===== src/rtl/accum4_sched.sv =====
// rtl/accum4_sched.sv - burst scheduler sharing one accum4 accumulator between NREQ requesters
// Define ACCUM4_SCHED_RR_EN for round-robin arbitration; otherwise fixed priority, lowest index wins.
module accum4_sched #(
    parameter int NREQ      = 4,
    parameter int DW        = 4,
    parameter int MAX_BURST = 8
) (
    input  logic                    clk,
    input  logic                    rst_n,
    input  logic [NREQ-1:0]         req_valid,
    input  logic [NREQ*DW-1:0]      req_data,
    input  logic [NREQ-1:0]         req_last,
    output logic [NREQ-1:0]         req_ready,
    output logic                    acc_en,
    output logic [DW-1:0]           acc_in_data,
    input  logic [DW-1:0]           acc_accum,
    output logic                    res_valid,
    input  logic                    res_ready,
    output logic [$clog2(NREQ)-1:0] res_id,
    output logic [DW-1:0]           res_sum,
    output logic [3:0]              res_beats
);
    localparam int IW = $clog2(NREQ);

    typedef enum logic [1:0] {IDLE, BURST, DRAIN, RESULT} state_t;

    state_t        state;
    state_t        state_nxt;
    logic [IW-1:0] gnt;
    logic [IW-1:0] win;
    logic [IW-1:0] idx;
    logic [IW-1:0] ptr;
    logic          found;
    logic [DW-1:0] base;
    logic [3:0]    count;
    logic [3:0]    count_inc;
    logic          beat;
    logic [DW-1:0] lane [NREQ];

    for (genvar i = 0; i < NREQ; i++) begin : g_lane
        assign lane[i] = req_data[i*DW +: DW];
    end

    assign count_inc = count + 4'd1;

`ifdef ACCUM4_SCHED_RR_EN
    always_ff @(posedge clk or negedge rst_n) begin
        if (!rst_n) begin
            ptr <= IW'(NREQ - 1);
        end else if (state == RESULT && res_ready) begin
            ptr <= gnt;
        end
    end
`else
    // Scanning from NREQ-1 makes index 0 the first candidate every time.
    assign ptr = IW'(NREQ - 1);
`endif

    always_comb begin
        win   = '0;
        found = 1'b0;
        idx   = ptr;
        for (int k = 0; k < NREQ; k++) begin
            idx = (idx == IW'(NREQ - 1)) ? '0 : idx + 1'b1;
            if (!found && req_valid[idx]) begin
                win   = idx;
                found = 1'b1;
            end
        end
    end

    always_ff @(posedge clk or negedge rst_n) begin
        if (!rst_n) begin
            state <= IDLE;
        end else begin
            state <= state_nxt;
        end
    end

    always_comb begin
        state_nxt   = state;
        req_ready   = '0;
        acc_en      = 1'b0;
        acc_in_data = '0;
        res_valid   = 1'b0;
        beat        = 1'b0;
        case (state)
            IDLE: begin
                if (|req_valid) begin
                    state_nxt = BURST;
                end
            end
            BURST: begin
                req_ready[gnt] = 1'b1;
                beat           = req_valid[gnt];
                acc_en         = beat;
                if (beat) begin
                    acc_in_data = lane[gnt];
                    if (req_last[gnt] || count_inc == 4'(MAX_BURST)) begin
                        state_nxt = DRAIN;
                    end
                end
            end
            DRAIN: begin
                state_nxt = RESULT;
            end
            RESULT: begin
                res_valid = 1'b1;
                if (res_ready) begin
                    state_nxt = IDLE;
                end
            end
            default: begin
                state_nxt = IDLE;
            end
        endcase
    end

    // The accumulator is never cleared here, so the burst sum is taken as a delta from base.
    always_ff @(posedge clk or negedge rst_n) begin
        if (!rst_n) begin
            gnt       <= '0;
            base      <= '0;
            count     <= '0;
            res_id    <= '0;
            res_sum   <= '0;
            res_beats <= '0;
        end else begin
            case (state)
                IDLE: begin
                    if (|req_valid) begin
                        gnt   <= win;
                        base  <= acc_accum;
                        count <= '0;
                    end
                end
                BURST: begin
                    if (beat) begin
                        count <= count_inc;
                    end
                end
                DRAIN: begin
                    res_sum   <= acc_accum - base;
                    res_id    <= gnt;
                    res_beats <= count;
                end
                default: begin
                end
            endcase
        end
    end
endmodule


===== config.mk =====
export PLATFORM = sky130hd
export DESIGN_NAME = accum4_sched
export DESIGN_NICKNAME = d
export VERILOG_FILES = /design/src/rtl/accum4_sched.sv
export SDC_FILE = /design/constraint.sdc
export NUM_CORES = 1
export LEC_CHECK = 0
export CAP_MARGIN = 20
export CORE_MARGIN = 4
export CORE_UTILIZATION = 47
export CTS_CLUSTER_DIAMETER = 60
export DETAILED_ROUTE_END_ITERATION = 10
export GPL_ROUTABILITY_DRIVEN = 1
export GPL_TIMING_DRIVEN = 0
export PLACE_DENSITY = 0.85
export SLEW_MARGIN = 10
export SYNTH_ARGS = -nofsm -noshare
export SYNTH_HDL_FRONTEND = slang
export SYNTH_SLANG_ARGS = --single-unit

===== constraint.sdc =====
create_clock -name clk -period 3.6 [get_ports clk]
set_input_delay 0.72 -clock clk [delete_from_list [all_inputs] [get_ports clk]]
set_output_delay 0.72 -clock clk [all_outputs]
set_load 0.01 [all_outputs]

==> qor.txt, run 1 <==
Top cell type's share of synthesized area: 0.413
Fillers: 213
Pre-CTS worst setup slack: 0.434 ns
CP arrival: 2.45 ns
Die ar.: 3750 sq um
Power per cell area: 708 nW/um^2
Reg clk slew, reported paths: 0.12 ns
Seq/Total Area, Yosys: 0.413
Vias per std cell: 5.23
Post-synthesis mux area share: 0.220
Crit path from: req_valid[0]
Area share of fa/ha/maj cells after synthesis: 0.0901
DRT Pass-1 Iters: 4
Setup violators final: 0
Fmax: 315 MHz
WL/cell: 15.4 microns
Final setup margin: 0.429 ns
Worst Path Required: 2.88 ns
Reg2Reg Depth: 4
Largest net degree at the start of global routing: 23
Diodes inserted: 0
Input/output buffers: 50
Slew Limit Fails: 0
Die height: 61.3 microns
Core Region: 2730 sq um
FF-to-FF setup slack: 1.83 ns
Ranking of synthesized cells by area: dfrtp_1 (41%), mux4_2 (10%), mux2_2 (8.4%)
Total GRT Usage: 0.184
Combinational family with the most area after synthesis: multiplexers
Synthesized area per cell: 11.5 sq um
Synthesized area: 1330 sq um
Final period util: 0.881
Clock latency on the worst-skew pair: 0.31 ns
Largest area contributor in the netlist: dfrtp_1
CTS root buf: clkbuf_4
Synth unique cells: 35
First-pass GRT wire length: 4940 microns
Initial antenna violation count: 0
CP startpoint kind: primary input
CTS Buffer Depth: 2
Relative slew slack: 0.557
Total wire length: 3110 microns
Final hold violations: 0
RSZ-0062 raised after global routing: no
Post-Syn Nets: 156
Final HPWL DP: 2540 microns
Gate Count Post-Synth: 116
P&R area growth vs syn: 44.3%
CTS Sinks: 22
Clock tree from TritonCTS: built
Hold_buf cts: 0
Rows: 19
Vias post-DR: 1057
Post-CTS sizing: 0
Worst R2R End: res_sum[2]
Synth Area in Compound Gates: 0.106
Synth warnings: 0
Kind of critical path: primary input to output pin
H-tree levels: 1
Max cap viols: 0
Simple-gate portion of the synthesized area: 0.0929
Post-Route Skew: 0.00324 ns
Worst Setup EP: acc_in_data[1]
Most common cell after layout, fill and taps aside: clkdlybuf4s50_1
Status: completed
CP endpoint kind: output pin
Post-synthesis xor/xnor area fraction: 0.0263
Starting Density: 0.488
Die W: 61.3 microns
Vias in the first global route: 1058
Most frequent cells in the layout: clkdlybuf4s50_1 (50), dfrtp_1 (22), inv_1 (12)
Max IR drop VDD: 0.537 mV
DRC viols: 0
Tmin final: 3.17 ns
Hold Path Class: register to register
GR Overflow Total: 0
Reg2reg start: state[0]
Nets: 212
Final Core Density: 0.704
CP max FO: 7
DRT antenna net count: 0
Total Neg Setup Slack: 0 ns
CTS Buf Count: 3
Post-CTS Setup Bufs: 0
DRT iter0 DRCs: 32
Flop and latch count out of synthesis: 22
# IOs: 51
Layout cells sized above 1: 0.175
Placer Congestion: 0.787
Hold WS: 0.511 ns
Slew @ Worst Pin: 0.664 ns
Pleak: 0.844 nW
area by class of cell:
cell class,count,area (sq um),area share
multi-input combinational,76,713,0.371
tap,31,38.8,0.0202
timing repair buffer,51,515,0.268
inverter,13,48.8,0.0254
buffer,5,21.3,0.0111
clock buffer,4,36.3,0.0189
sequential,22,551,0.286
per-stage QoR:
stage                     area, sq um  instances  total power, mW
after floorplan                  1330        116            0.934
after global placement           1870        197             1.20
after detailed placement         1870        197             1.24
after CTS                        1910        201             1.37
after global routing             1920        202             1.47
final                            1920        202             1.36
synth_stat cells:
library cell  number
inv_2              1
mux4_2             6
clkbuf_1           2
buf_2              2
nor3_1             1
nand2b_1           1
fa_1               1
buf_1              1
a22o_1             2
a21bo_2            1
o21ai_0            7
a21oi_1            2
o31ai_1            1
and3_1             5
nand3b_1           1
ha_1               8
dfrtp_1           22
nor2b_1            1
nor2_1             2
a21oi_2            1
o21a_1             2
mux2_2            10
inv_1             12
o21ai_2            1
mux2i_1            3
nand2_2            1
a21o_1             1
a31oi_4            1
xnor2_1            3
nand3_1            2
nor4_1             1
nor3b_1            1
xor2_1             1
nand2_1            8
mux2_4             1
state kept, by name (all words and copies together), names as in the netlist:
register	count
res_beats	4
res_sum	4
count	4
res_id	2
state	2
base	4
gnt	2
routing by layer:
metal / track usage / part of all wire / routed length [microns] / vias up
met2: 0.340 / 0.56 / 1730 / 22
met1: 0.217 / 0.40 / 1230 / 517
met3: 0.0440 / 0.041 / 127 / 2
met4: 0.0372 / 0.0061 / 19 / 0
li1: - / - / - / 516
met5: 0 / 0 / 0 / -
cell families (layout without fill, tap and decap cells):
| logic type | count (synthesis) | count (layout) |
|---|---|---|
| simple gates | 24 | 24 |
| flops | 22 | 22 |
| mux | 20 | 20 |
| compound gates | 19 | 19 |
| buf+inv | 18 | 73 |
| fa+ha+maj | 9 | 9 |
| xor+xnor | 4 | 4 |
report_power, final:
part | internal (mW) | switching [mW] | leakage (nW) | total (mW)
logic | 0.443 | 0.357 | 0.547 | 0.800
registers | 0.348 | 0.0776 | 0.276 | 0.426
clock network | 0.0617 | 0.0745 | 0.0210 | 0.136
total | 0.853 | 0.509 | 0.844 | 1.36
critical path: stages:
cell and delay (ns):
clkdlybuf4s50_1 0.48, mux4_2 0.57, and3_1 0.20, clkdlybuf4s50_1 0.48
worst min path at each step:
stage	to	slack, ns	from	cells past startpoint
detailed placement	base[0]	0.49	base[0]	2
global route	base[2]	0.53	base[2]	1
global placement	base[0]	0.47	base[0]	2
CTS	base[0]	0.52	base[0]	2
finish	base[0]	0.51	base[0]	2
floorplan	base[0]	0.42	rst_n	0
Note: power is estimated with default switching activity, not from simulation.
==> run 2, diff against run 1 <==
--- a/config.mk
+++ b/config.mk
@@ -12,6 +12,7 @@
 export DETAILED_ROUTE_END_ITERATION = 10
 export GPL_ROUTABILITY_DRIVEN = 1
 export GPL_TIMING_DRIVEN = 0
+export HOLD_SLACK_MARGIN = 0.08
 export PLACE_DENSITY = 0.85
 export SLEW_MARGIN = 10
 export SYNTH_ARGS = -nofsm -noshare
==> results of run 2 <==
Same layout as run 1: the final DEF is identical, and so are final timing and power.
